==> config.mk <==
export PLATFORM = sky130hd
export DESIGN_NAME = vga
export DESIGN_NICKNAME = d
export VERILOG_FILES = /design/src/rtl/vga.sv
export SDC_FILE = /design/constraint.sdc
export NUM_CORES = 1
export LEC_CHECK = 0
export CAP_MARGIN = 15
export CORE_MARGIN = 2
export CORE_UTILIZATION = 50
export CTS_CLUSTER_SIZE = 10
export DETAILED_ROUTE_END_ITERATION = 16
export PLACE_DENSITY = 0.71
export SETUP_SLACK_MARGIN = 0.1
export SLEW_MARGIN = 15
export SYNTH_ARGS = -nofsm -noshare
export SYNTH_HDL_FRONTEND = slang
export SYNTH_SLANG_ARGS = --single-unit
==> constraint.sdc <==
create_clock -name clk -period 2.42 [get_ports clk]
set_input_delay 0.363 -clock clk [delete_from_list [all_inputs] [get_ports clk]]
set_output_delay 0.363 -clock clk [all_outputs]
set_load 0.01 [all_outputs]
==> src/rtl/vga.sv <==
// VGA timing generator: 25 MHz pixel tick derived from a 50 MHz clock, free-running
// h/v counters, registered active-low syncs and a solid colour over the visible area.
module vga #(
  parameter int H_DISPLAY = 640,
  parameter int H_FRONT   = 16,
  parameter int H_SYNC    = 96,
  parameter int H_BACK    = 48,
  parameter int V_DISPLAY = 480,
  parameter int V_FRONT   = 10,
  parameter int V_SYNC    = 2,
  parameter int V_BACK    = 33
) (
  input  logic       clk,
  input  logic       reset,
  input  logic [2:0] sw,
  output logic       hsync,
  output logic       vsync,
  output logic [2:0] rgb
);

  localparam int H_TOTAL = H_DISPLAY + H_FRONT + H_SYNC + H_BACK;
  localparam int V_TOTAL = V_DISPLAY + V_FRONT + V_SYNC + V_BACK;

  localparam logic [9:0] H_LAST     = 10'(H_TOTAL - 1);
  localparam logic [9:0] V_LAST     = 10'(V_TOTAL - 1);
  localparam logic [9:0] H_VIS      = 10'(H_DISPLAY);
  localparam logic [9:0] V_VIS      = 10'(V_DISPLAY);
  localparam logic [9:0] HS_START   = 10'(H_DISPLAY + H_FRONT);
  localparam logic [9:0] HS_END     = 10'(H_DISPLAY + H_FRONT + H_SYNC - 1);
  localparam logic [9:0] VS_START   = 10'(V_DISPLAY + V_FRONT);
  localparam logic [9:0] VS_END     = 10'(V_DISPLAY + V_FRONT + V_SYNC - 1);

  logic       phase_reg;
  logic       pixel_tick;
  logic [9:0] h_count_reg, h_count_next;
  logic [9:0] v_count_reg, v_count_next;
  logic       hsync_next, vsync_next;
  logic       video_on;
  logic [2:0] rgb_next;

  assign pixel_tick = phase_reg;

  always_comb begin
    h_count_next = h_count_reg;
    v_count_next = v_count_reg;
    if (pixel_tick) begin
      if (h_count_reg == H_LAST) begin
        h_count_next = '0;
        v_count_next = (v_count_reg == V_LAST) ? 10'd0 : v_count_reg + 10'd1;
      end else begin
        h_count_next = h_count_reg + 10'd1;
      end
    end
  end

  // Sync decode looks at the next counter values so the sync edges line up
  // with the counter update rather than trailing it by a clock.
  always_comb begin
    hsync_next = !((h_count_next >= HS_START) && (h_count_next <= HS_END));
    vsync_next = !((v_count_next >= VS_START) && (v_count_next <= VS_END));
  end

  assign video_on = (h_count_reg < H_VIS) && (v_count_reg < V_VIS);

  genvar gi;
  generate
    for (gi = 0; gi < 3; gi++) begin : g_chan
      assign rgb_next[gi] = video_on & sw[gi];
    end
  endgenerate

  always_ff @(posedge clk or posedge reset) begin
    if (reset) begin
      phase_reg   <= 1'b0;
      h_count_reg <= '0;
      v_count_reg <= '0;
      hsync       <= 1'b1;
      vsync       <= 1'b1;
      rgb         <= 3'b000;
    end else begin
      phase_reg   <= ~phase_reg;
      h_count_reg <= h_count_next;
      v_count_reg <= v_count_next;
      hsync       <= hsync_next;
      vsync       <= vsync_next;
      rgb         <= rgb_next;
    end
  end

endmodule

==> summary by stage, run 1 <==
Synthesis
Synthesis instantiated 39 different standard cells from the library. The number of synthesized flops with an enable pin is 0. By area, the combinational part of the netlist is dominated by simple AND/OR/NAND/NOR gates.

The simple-gate portion of the synthesized area is 26.1%. The multiplexer share of the synthesized area is less than 1%. The XOR/XNOR share of the synthesized area is a little over 7%. Of the post-synthesis cell area, the dominant cell type holds 44.0%.

The average cell area after synthesis is between 9 and 10 um2. The synthesized netlist devotes a little under an eighth of its cell area to compound gates. The yosys synthesis warning count is 0.

In the synthesized netlist the dominant register cell turns out to be dfrtp_1. Summing every instance area after synthesis gives ~1400 um2. Ranked by total cell area, the synthesized netlist is headed by dfrtp_1, xnor2_1, nand2_1.

The cell type with the largest total area after synthesis is dfrtp_1. For this run, asynchronously set or reset flops after synthesis account for 100%. The number of synthesized register bits is 26.

Of the total synthesized cell area, the portion taken by full adders, half adders and majority gates is 2.75%. Synthesis produced a netlist with a net count of 150. Synthesis produced a netlist whose cell count is about 140.

The part of the Yosys area used for sequential elements is between 40% and 50%.

Floorplanning
The top-level port count is 10. The width of the chip is 56.3 um. The initialized floorplan defines 18 standard-cell rows. The chip height is approximately 56 um.

The die covers approximately 3200 um2. After floorplanning, the core was sized to cover about 2500 um2. The starting density of the core is ~54%.

Placement
During placement, the flow inserted port buffers numbering 9. Before CTS, the worst setup slack after placement is 479 ps. After legalization and detailed placement, the total HPWL measured between 1.5 and 2 mm. Routability-driven placement finished with a final weighted congestion of 0.874.

Worst setup path
The worst setup path is captured at a flop. The worst setup path is launched from a flop. The endpoint identified for the worst register-to-register timing path is vsync$_DFF_PP1_.

The data arrival at the endpoint of the critical path is ~2300 ps. The worst register-to-register path has a setup slack of 430 ps. The number of cells on the worst reg-to-reg path is 6. The startpoint of the most critical register-to-register path is h_count_reg[1]$_DFF_PP0_. STA puts the critical path data required time at about 2700 ps. In this run the worst path has a maximum fanout of 5. The critical path class is flop to flop.

Routing
The remaining number of nets flagged by the antenna check after routing is 0. In the routed design, unresolved DRC markers number 0. The first-pass iteration count of the detailed router is 4. The first-iteration detailed-routing DRC count is 23. Wires add up to 2.62 mm. The average wire per standard cell is 14.4 um. In the routed layout, each cell is associated on average with a via count of a little over 6. For this block, the via count after detailed routing is around 1.1k.

Timing
Setup repair after global routing left no endpoint under its margin. After routing, the total negative slack on setup checks comes to 0 ps. The final hold violation count is 0. After layout, the worst setup slack is around 430 ps. The ratio of final minimum period to clock period is 82.3%. At the pin with the least slew margin, the transition time is roughly 600 ps. Subtracting the final worst setup slack from the clock period gives 1990 ps. The worst clock skew is 5.11 ps.

The total count of max-transition violations in the final report is 0. Setup violations remaining at the end of the flow were counted as 0. Timing would allow up to around 500 MHz. The worst max-slew margin expressed relative to the limit is 59.8%.

Clocking
CTS built an H-tree with a depth of 1. The number of clock sinks seen by CTS is 26. The deepest clock path buffer count is 2. The post-CTS resize count is 0.

The clock-pin slew of the registers on the worst-case setup and hold paths is roughly 140 ps. The CTS tree is done. The total CTS buffers is 3.

The tree is rooted in a clkbuf_4. The later-pin clock latency in the skew report is roughly 340 ps. The number of setup buffers added after CTS is 0. After clock tree synthesis, the flow added hold-fix buffers numbering 0.

Layout
Registers take between 600 and 700 um2. Cells with a size suffix above 1 make up around 8.6% of the layout. The number of nets in the finished design is 161.

The layout filler cell count is 230. The number of diodes is 0. From synthesis to final layout, the design area changed by 13.0%. The footprint of the multi-input gates is about 660 um2.

Global routing
The met3 global-route usage is approximately 3.5%. The met2 track demand over resource in global routing is between 20 and 30%. In the global route stage, overall resource usage came out at 18.3%. The initial antenna violation count is 0. The most utilized layer in the global route result is met2. The first global-routing pass estimated ~4.6 mm of wire. After global routing the overflow that remains totals 0. The number of global-route vias before repair is 1049. Global routing consumed, on the met1 layer, roughly a quarter of the routing resources. The largest net degree at the start of global routing is 27.

Power
The cell internal power dissipation is about 620 uW. Of the total power, the share spent switching nets is 19.1%. Summed over all cells, the static leakage comes to slightly above 0.0006 uW.

The total power per unit cell area is 495 nW/um2. Per report_power, the combinational group accounts for under 10% of the total. The clock network burns 39.5% of the power.

The sequential power share is between 50% and 60%. The total net switching power is 146 uW. The largest voltage drop on the vdd net is roughly 0.37 mV.

Run status
The flow ran to the end, and the final reports show no timing, DRC or antenna violations.

Flow run
The number of max-cap violations is 0.

Worst hold path
The worst hold path belongs to the class input pin to async pin.
==> worst max-delay path by stage <==
| stage | start | end | slack (ps) | cells past startpoint |
|---|---|---|---|---|
| 2_1_floorplan | h_count_reg[6]$_DFF_PP0_ | vsync$_DFF_PP1_ | 620 | 5 |
| 3_3_place_gp | h_count_reg[0]$_DFF_PP0_ | vsync$_DFF_PP1_ | 450 | 6 |
| 3_5_place_dp | h_count_reg[0]$_DFF_PP0_ | vsync$_DFF_PP1_ | 480 | 6 |
| 4_1_cts | h_count_reg[1]$_DFF_PP0_ | vsync$_DFF_PP1_ | 450 | 6 |
| 5_1_grt | v_count_reg[0]$_DFF_PP0_ | vsync$_DFF_PP1_ | 220 | 6 |
| 6_report | h_count_reg[1]$_DFF_PP0_ | vsync$_DFF_PP1_ | 430 | 6 |
==> layout make-up <==
class	count	share of cell area, %
tap	30	2.43
inverter	7	1.70
sequential	26	42.3
clock inverter	1	1.95
multi-input combinational	103	42.8
clock buffer	3	1.46
timing repair buffer	12	7.30
==> power groups by stage <==
stage | Combinational (uW) | Sequential (uW) | Clock (uW)
2_1_floorplan | 8.02 | 447 | 0
3_3_place_gp | 24.5 | 446 | 0
3_5_place_dp | 24.5 | 446 | 0
4_1_cts | 24.6 | 438 | 305
5_1_grt | 26.1 | 438 | 325
6_report | 23.6 | 438 | 302
==> synthesized netlist by cell type, types with 2 or more instances <==
| master | n |
|---|---|
| or3_1 | 3 |
| xor2_1 | 2 |
| ha_1 | 3 |
| dfstp_2 | 2 |
| nand4_1 | 9 |
| o21ai_0 | 9 |
| o31ai_1 | 3 |
| xnor2_1 | 9 |
| buf_2 | 2 |
| dfrtp_1 | 24 |
| nor2_1 | 6 |
| and2_1 | 3 |
| clkbuf_1 | 4 |
| inv_1 | 7 |
| nor4_1 | 2 |
| nor3_1 | 3 |
| a21oi_1 | 4 |
| nand2_1 | 15 |
| and3_1 | 3 |
| nand3_1 | 10 |
==> cell usage in the layout, fill, tap and decap left out, drive strengths merged, types with 2 or more instances in the layout <==
cell / n
o21ai: 9
clkdlybuf4s50: 9
and3: 3
or3: 3
and2: 3
xnor2: 9
clkbuf: 3
nor4: 3
inv: 7
ha: 3
dfrtp: 24
xor2: 2
nor2: 6
or4: 2
dfstp: 2
nor3: 3
nand3: 10
nand2: 15
a21oi: 4
o31ai: 3
buf: 3
nand4: 9
==> kinds of logic after synthesis <==
kind of cell    Yosys count
xor+xnor                 11
flops                    26
compound gates           25
mux                       1
buf+inv                  13
simple gates             63
fa+ha+maj                 3
==> critical path: stages, from the launching register on <==
cell	delay, ps
dfrtp_1	430
ha_1	230
nand2_1	130
or4_4	580
o311ai_1	330
a22oi_1	140
nand4_1	110
==> per-layer routing <==
layer,up-vias,part of all wire [%],wire [um]
li1,538,-,-
met1,533,45,1180
met2,52,46,1210
met3,5,6.8,178
met4,0,2.0,53
met5,-,0,0
==> stage by stage <==
step / std cells / area [um2] / utilization (%) / power (uW) / hold slack (ps)
floorplan: 142 / 1370 / - / 455 / 402
global placement: 178 / 1490 / 59.1 / 470 / 530
detailed placement: 178 / 1490 / 59.1 / 471 / 530
CTS: 182 / 1540 / 61.2 / 767 / 369
global route: 182 / 1540 / 61.2 / 789 / 368
finish: 182 / 1540 / 61.2 / 763 / 359
Note: power is estimated with default switching activity, not from simulation.
==> run 2, diff against run 1 <==
- clock period: 2.42 -> 2.01 ns (I/O delays scaled with it)
==> run 2 against run 1 <==
Clock power grew 21%. Register-to-register slack lost 300 ps. Global-route usage grew 2.0 points. Cell area is 5.9% higher. Setup slack lost 300 ps. Sequential cell count unchanged. Worst hold slack worse by 56 ps. Count of clock-buffer cells in the layout is the same. Total power is 21% higher. Die area did not move. Utilization rose by 3.6 points. Combinational power increased by 22%.
==> summary by stage, run 2 (synthesis gave the netlist of run 1 again) <==
Run status
The flow ran to the end, and the final reports show no timing, DRC or antenna violations.

Worst setup path
The endpoint identified for the worst register-to-register timing path is vsync$_DFF_PP1_. STA classifies the critical path endpoint as a flop. At the worst endpoint, the required time is 2290 ps. The peak fanout along the critical path is 5. In this design, the stage delay of the slowest critical-path cell is around 580 ps. The worst-case reg-to-reg path depth is 6. The slowest library cell on the worst path is or4_4.

The worst setup path startpoint is h_count_reg[1]$_DFF_PP0_. The data arrival at the endpoint of the critical path is 2160 ps. The critical path goes through ha_2, nand2_1, or4_4, o311ai_2, a22oi_1, nand4_1. The worst setup path is of the flop to flop kind. The worst register-to-register path begins at h_count_reg[1]$_DFF_PP0_.

STA classifies the critical path startpoint as a flop. The slack of the worst reg-to-reg path is around 130 ps.

Layout
The footprint of the multi-input gates is 677 um2. The library cells used most frequently in the layout, excluding fill and tap cells, are dfrtp_1, nand2_1, buf_4, nand3_1. Compared with the post-synthesis result, the final layout area differs by 19.7%. The sequential cell area is roughly 650 um2.

The layout has a little over 200 filler cells. The repair_antennas step left the layout with diodes totalling 0. For this run, the number of standard cells in the final layout without fillers is between 150 and 200. The commonest non-fill, non-tap cell in the layout is dfrtp_1.

The final standard cell area without fillers is 1630 um2. In the final layout, the share of cells above drive strength 1 is ~16%. Measured on the finished design, the core utilization comes to about two thirds. The number of nets in the finished design is about 170.

Timing
The worst pin sits at a relative slew slack of between 70% and 80%. Setup repair after global routing could not meet its margin everywhere. The total count of max-transition violations in the final report is 0. The final hold violation count came to 0. The actual slew at the worst max-slew pin is 443 ps. Based on the critical path, the design can be clocked at up to roughly 530 MHz.

Counting I/O delays and the setup requirement, the final critical path takes 1880 ps. Setup violations remaining at the end of the flow were counted as 0. The accumulated negative setup slack is 0 ps. The clock arrives with about 1.1 ps of skew. The final critical path takes up roughly 94% of the cycle.

Clocking
The clock passes through at most 2 buffers. In this run the clock root is driven by a clkbuf_4. Clock-pin slew was measured on the worst setup and hold paths at around 140 ps.

In this run the number of H-tree levels came out at 1. The hold buffer count at cts is 0. TritonCTS created 3 clock buffers. The later-pin clock latency in the skew report is between 300 and 400 ps.

Counting every sink on the clock net gives 26. The CTS tree is done.

Global routing
The first global-routing pass estimated a little over 5 mm of wire. The number of global-route vias before repair is approximately 1.2k. The initial antenna violation count is 0. Entering global routing, the biggest net connects 27 pins. The total global routing track utilization is about a fifth. The sum of overflow across all layers after global routing is 0.

Placement
The sum of net half-perimeters after detailed placement is about 2.0 mm. The number of buffer cells added on primary ports is 9. The weighted congestion at the end of routability-driven global placement is between 0.8 and 0.9. Including well taps, the total number of placed cells is ~180.

The post-placement cell area is approximately 1500 um2.

Worst hold path
In this run the worst hold path is classified as input pin to async pin.

Floorplanning
The starting density of the core is 54.1%. The width of the chip is ~56 um. The die footprint is ~3200 um2. 10 I/O pins were placed. In this run the standard cell core region covers 2520 um2. After floorplanning, the core was divided into 18 placement rows. The chip height is around 56 um.

Power
For this design the ratio of total power to cell area is about 560 nW/um2. Across the VDD grid, the largest voltage drop is 0.460 mV. The cell leakage power is about 0.00067 uW.

Total power for the finished layout comes to 920 uW.

Routing
The count of nets left with antenna violations once routing finished came out at 0. The final layout contains routed wiring with a total length of ~3.1 mm. The first-iteration detailed-routing DRC count is between 40 and 50. The detailed-route via count is approximately 1.2k. The average wire per standard cell is approximately 16 um.

The number of DRC violations after detailed routing is 0. The first TritonRoute pass finished after 4 iterations. Dividing the detail-routed via count by the number of cells gives approximately 6.3.

Flow run
Across the run, the number of max-cap violations was 0.
## run 2: changes by cell type in the layout (fill, tap and decap cells not counted)
cell      change
o311ai_1      -1
nor4bb_2      +1
o311ai_2      +1
ha_2          +1
buf_4        +10
nor4bb_1      -1
ha_1          -1
## run 2: worst max-delay path: cells and delay by family (launching register included)
family / cells / cell delay, ps
DFF: 1 / 400
and+or+nand+nor: 3 / 810
adders and majority gates: 1 / 230
AOI/OAI and AO/OA: 2 / 400
## run 2: cell type report
cell class | instances | area share, %
clock inverter | 1 | 1.84
multi-input combinational | 103 | 41.4
clock buffer | 3 | 1.38
tap | 30 | 2.30
inverter | 7 | 1.61
timing repair buffer | 22 | 11.5
sequential | 26 | 40.0
## run 2: metal layers
layer  vias up  GRT usage (%)  part of all wire (%)
met1       574           26.6                    43
li1        555              -                     -
met5         -              0                     0
met3        14           3.69                   7.4
met4         0           9.18                   2.2
met2        72           32.9                    47
## run 2: what timing repair did
item,CTS,global route
endpoints found under the setup margin,1,2
resized for setup,0,3
setup buffers,2,4
pin swaps,0,1
## run 2: power breakdown
group	internal (uW)	total, uW	leakage (uW)	switching, uW
clock	202	365	0.0000279	163
sequential	526	527	0.000335	0.650
combinational	14.6	28.7	0.000307	14.1
total	743	920	0.000670	177
## run 2: through the flow
stage	worst slack, ps	hold slack, ps
after global placement	170	493
after global routing	34.1	333
after floorplan	215	340
after CTS	104	314
final	127	303
after detailed placement	122	507
## run 2: worst max-delay path by stage
| stage | slack (ps) | endpoint | cells past startpoint |
|---|---|---|---|
| after floorplan | 210 | vsync$_DFF_PP1_ | 5 |
| after global placement | 170 | vsync$_DFF_PP1_ | 5 |
| after detailed placement | 120 | vsync$_DFF_PP1_ | 6 |
| after CTS | 100 | vsync$_DFF_PP1_ | 5 |
| after global routing | 30 | vsync$_DFF_PP1_ | 6 |
| final | 130 | vsync$_DFF_PP1_ | 6 |
==> run 3, diff against run 2 <==
- CORE_UTILIZATION: 50 -> 57
- PLACE_DENSITY: 0.71 -> 0.79
==> run 3 against run 2 <==
Utilization rose by 10 points. Sequential share of layout area decreased by 0.99 points. Clock power is 27% lower. Critical path type unchanged.
==> summary by stage, run 3 (synthesis gave the netlist of run 1 again) <==
Clocking
The maximum level of the CTS H-tree is 1. For the worst-skew pair, the clock arrives at the later sink with an insertion delay of 320 ps. The hold buffer count at cts is 0. The clock passes through at most 2 buffers. The CTS tree is done.

In this run, CTS created clock tree buffers numbering 3. The number of clock sinks seen by CTS is 26. After clock tree synthesis, the clock-pin slew on the worst setup and hold paths is roughly 140 ps.

The root cell of the clock tree is clkbuf_4.

Worst setup path
The biggest cell delay along the critical path is roughly 470 ps. The critical path class is flop to flop. The startpoint of the most critical register-to-register path is h_count_reg[6]$_DFF_PP0_. For this design, the slowest cell found on the critical path is or4_4. The slack of the worst reg-to-reg path is about 160 ps. Along the worst path, the maximum fanout reaches 5. In this run the worst setup path begins at h_count_reg[6]$_DFF_PP0_.

The worst setup path is captured at a flop. The end of the critical path is vsync$_DFF_PP1_. The nature of the critical path startpoint is a flop. Counting cells, the worst reg-to-reg path comes to 4. The signal on the critical path passes through or3b_4, or4_4, o31ai_1, nand4_1. The required arrival time at the worst endpoint is roughly 2300 ps. The critical register-to-register path endpoint is vsync$_DFF_PP1_. The data arrival at the endpoint of the critical path is around 2100 ps.

Routing
The remaining number of nets flagged by the antenna check after routing is 0. The detailed router finished its first iteration with approximately 50 violations. In the final routed layout, each cell accounts on average for ~17 um. The detailed-route via count is 1242. Wires add up to 3.26 mm.

The first-pass iteration count of the detailed router is 4. The post-detailed-route via-to-cell ratio is ~6.4. After detailed routing, the number of remaining DRC violations is 0.

Timing
Setup repair after global routing could not meet its margin everywhere. The worst clock skew is ~2.5 ps. Across all setup checks in the final design, the least slack found is roughly 160 ps. The final hold violation count came to 0. The shortest clock period the worst path allows after layout is between 1500 and 2000 ps. The accumulated negative setup slack is 0 ps. The worst max-slew margin expressed relative to the limit is between 70% and 80%. The ratio of final minimum period to clock period is between 90 and 100%.

The total count of max-transition violations in the final report is 0. The actual slew at the worst max-slew pin is 410 ps. Across all hold checks on the routed design, the worst slack comes to between 200 and 300 ps.

Static timing analysis puts the maximum clock frequency at 539 MHz. The final number of setup-violating endpoints is 0.

Layout
In the final layout, the share of cells above drive strength 1 is between 15 and 20%. The commonest non-fill, non-tap cell in the layout is dfrtp_1. Counting the fill cells in the layout gives roughly 160. With fillers left out, the area of the finished cells amounts to 1680 um2. The final design utilization is between 70 and 80%. Leaving out fill and tap cells, the most frequent cells in the layout are dfrtp_1, buf_4, nand2_1, nand3_1. In the final layout, the multi-input gates occupy approximately 700 um2. The area growth from synthesis to layout is 22.7%. The repair_antennas step left the layout with diodes totalling 0. In the final layout, flip-flops and latches occupy around 650 um2. The final layout contains about 180 nets.

Global routing
The number of global-route vias before repair is roughly 1.1k. The total global routing track utilization is approximately a quarter. The initial antenna violation count is 0.

The largest net degree at the start of global routing is 15. The first global-routing pass estimated 5.16 mm of wire. The sum of overflow across all layers after global routing is 0.

Power
The fraction of power spent switching nets is between 20% and 30%. The cell internal power dissipation is between 600 and 700 uW. Of the total power, the clock network draws between 30% and 40%. The sequential power share is a little under two thirds. The logic gate share of total power is 3.8%. In this run the power spent charging and discharging nets is 172 uW. The largest voltage drop on the vdd net is 0.416 mV. For this design the static power due to leakage is roughly 0.00070 uW. In this run the power density over the cells is a little under 500 nW/um2.

Placement
During placement, the flow inserted port buffers numbering 9. The placed instances occupy a cell area of between 1500 and 2000 um2. After legalization and detailed placement, the total HPWL measured roughly 2.2 mm.

The weighted congestion at the end of routability-driven global placement is between 0.8 and 0.9. Prior to clock tree synthesis, the placed netlist has a worst setup slack of 101 ps.

Floorplanning
The floorplan has 17 rows. The die footprint is 2800 um2. The width of the chip is approximately 53 um. The chip height is roughly 53 um. The core area is about 2200 um2.

The starting density of the core is approximately three fifths. Pin placement for this block handled 10 I/O pins.

Flow run
The number of max-cap violations is 0.

Run status
The run finished with clean final reports.

Worst hold path
The worst hold path class is input pin to async pin.
## run 3: cell count changes in the layout (fill, tap and decap cells not counted)
cell       before  now
buf_4          13   18
bufinv_16       1    0
clkbuf_8        0    1
ha_1            2    3
ha_2            1    0
nand2_1        15   14
nand2_2         0    1
nor4_1          2    1
nor4_4          0    1
xnor2_1         9    8
xnor2_2         0    1
## run 3: worst min-delay path by stage
stage	start	endpoint	slack, ps	depth (start not counted)
after detailed placement	phase_reg$_DFF_PP0_	phase_reg$_DFF_PP0_	510	1
after global placement	phase_reg$_DFF_PP0_	phase_reg$_DFF_PP0_	480	1
after CTS	reset	rgb[2]$_DFF_PP0_	280	3
final	reset	v_count_reg[7]$_DFF_PP0_	270	3
after global routing	reset	v_count_reg[7]$_DFF_PP0_	280	3
after floorplan	reset	h_count_reg[0]$_DFF_PP0_	340	1
## run 3: metal layers
metal  vias up  track usage, %  share of wire [%]
met5         -               0                  0
met4         0            13.2                3.2
met3        14            2.54                8.2
met2        77            39.4                 46
met1       586            36.0                 42
li1        565               -                  -
## run 3: cell type report
cell class,count,share of cell area (%)
flip-flops and latches,26,39.0
inverters,7,1.57
clock buffers,4,2.17
multi-input cells,103,41.7
well taps,28,2.09
repair buffers,27,13.4
## run 3: power groups by stage
stage / clock (uW) / sequential, uW / combinational [uW]
finish: 267 / 527 / 31.0
global route: 291 / 527 / 34.7
CTS: 271 / 527 / 32.0
detailed placement: 0 / 537 / 31.7
global placement: 0 / 537 / 30.7
floorplan: 0 / 539 / 9.66
## run 3: what timing repair did
item / in CTS / in global routing
pin swaps: 0 / 5
resized for setup: 0 / 6
setup endpoints to repair: 1 / 2
buffers inserted: 2 / 8
## run 3: per-stage QoR
stage / power [uW] / instances
after floorplan: 548 / 142
after detailed placement: 568 / 181
after global routing: 853 / 195
final: 825 / 195
after CTS: 830 / 187
after global placement: 568 / 181
## run 3: critical path: cells and delay by family (launching register included)
kind	cells	cell delay [ps]
AO/OA/AOI/OAI	1	310
AND/OR/NAND/NOR	3	1030
flip-flops	1	450
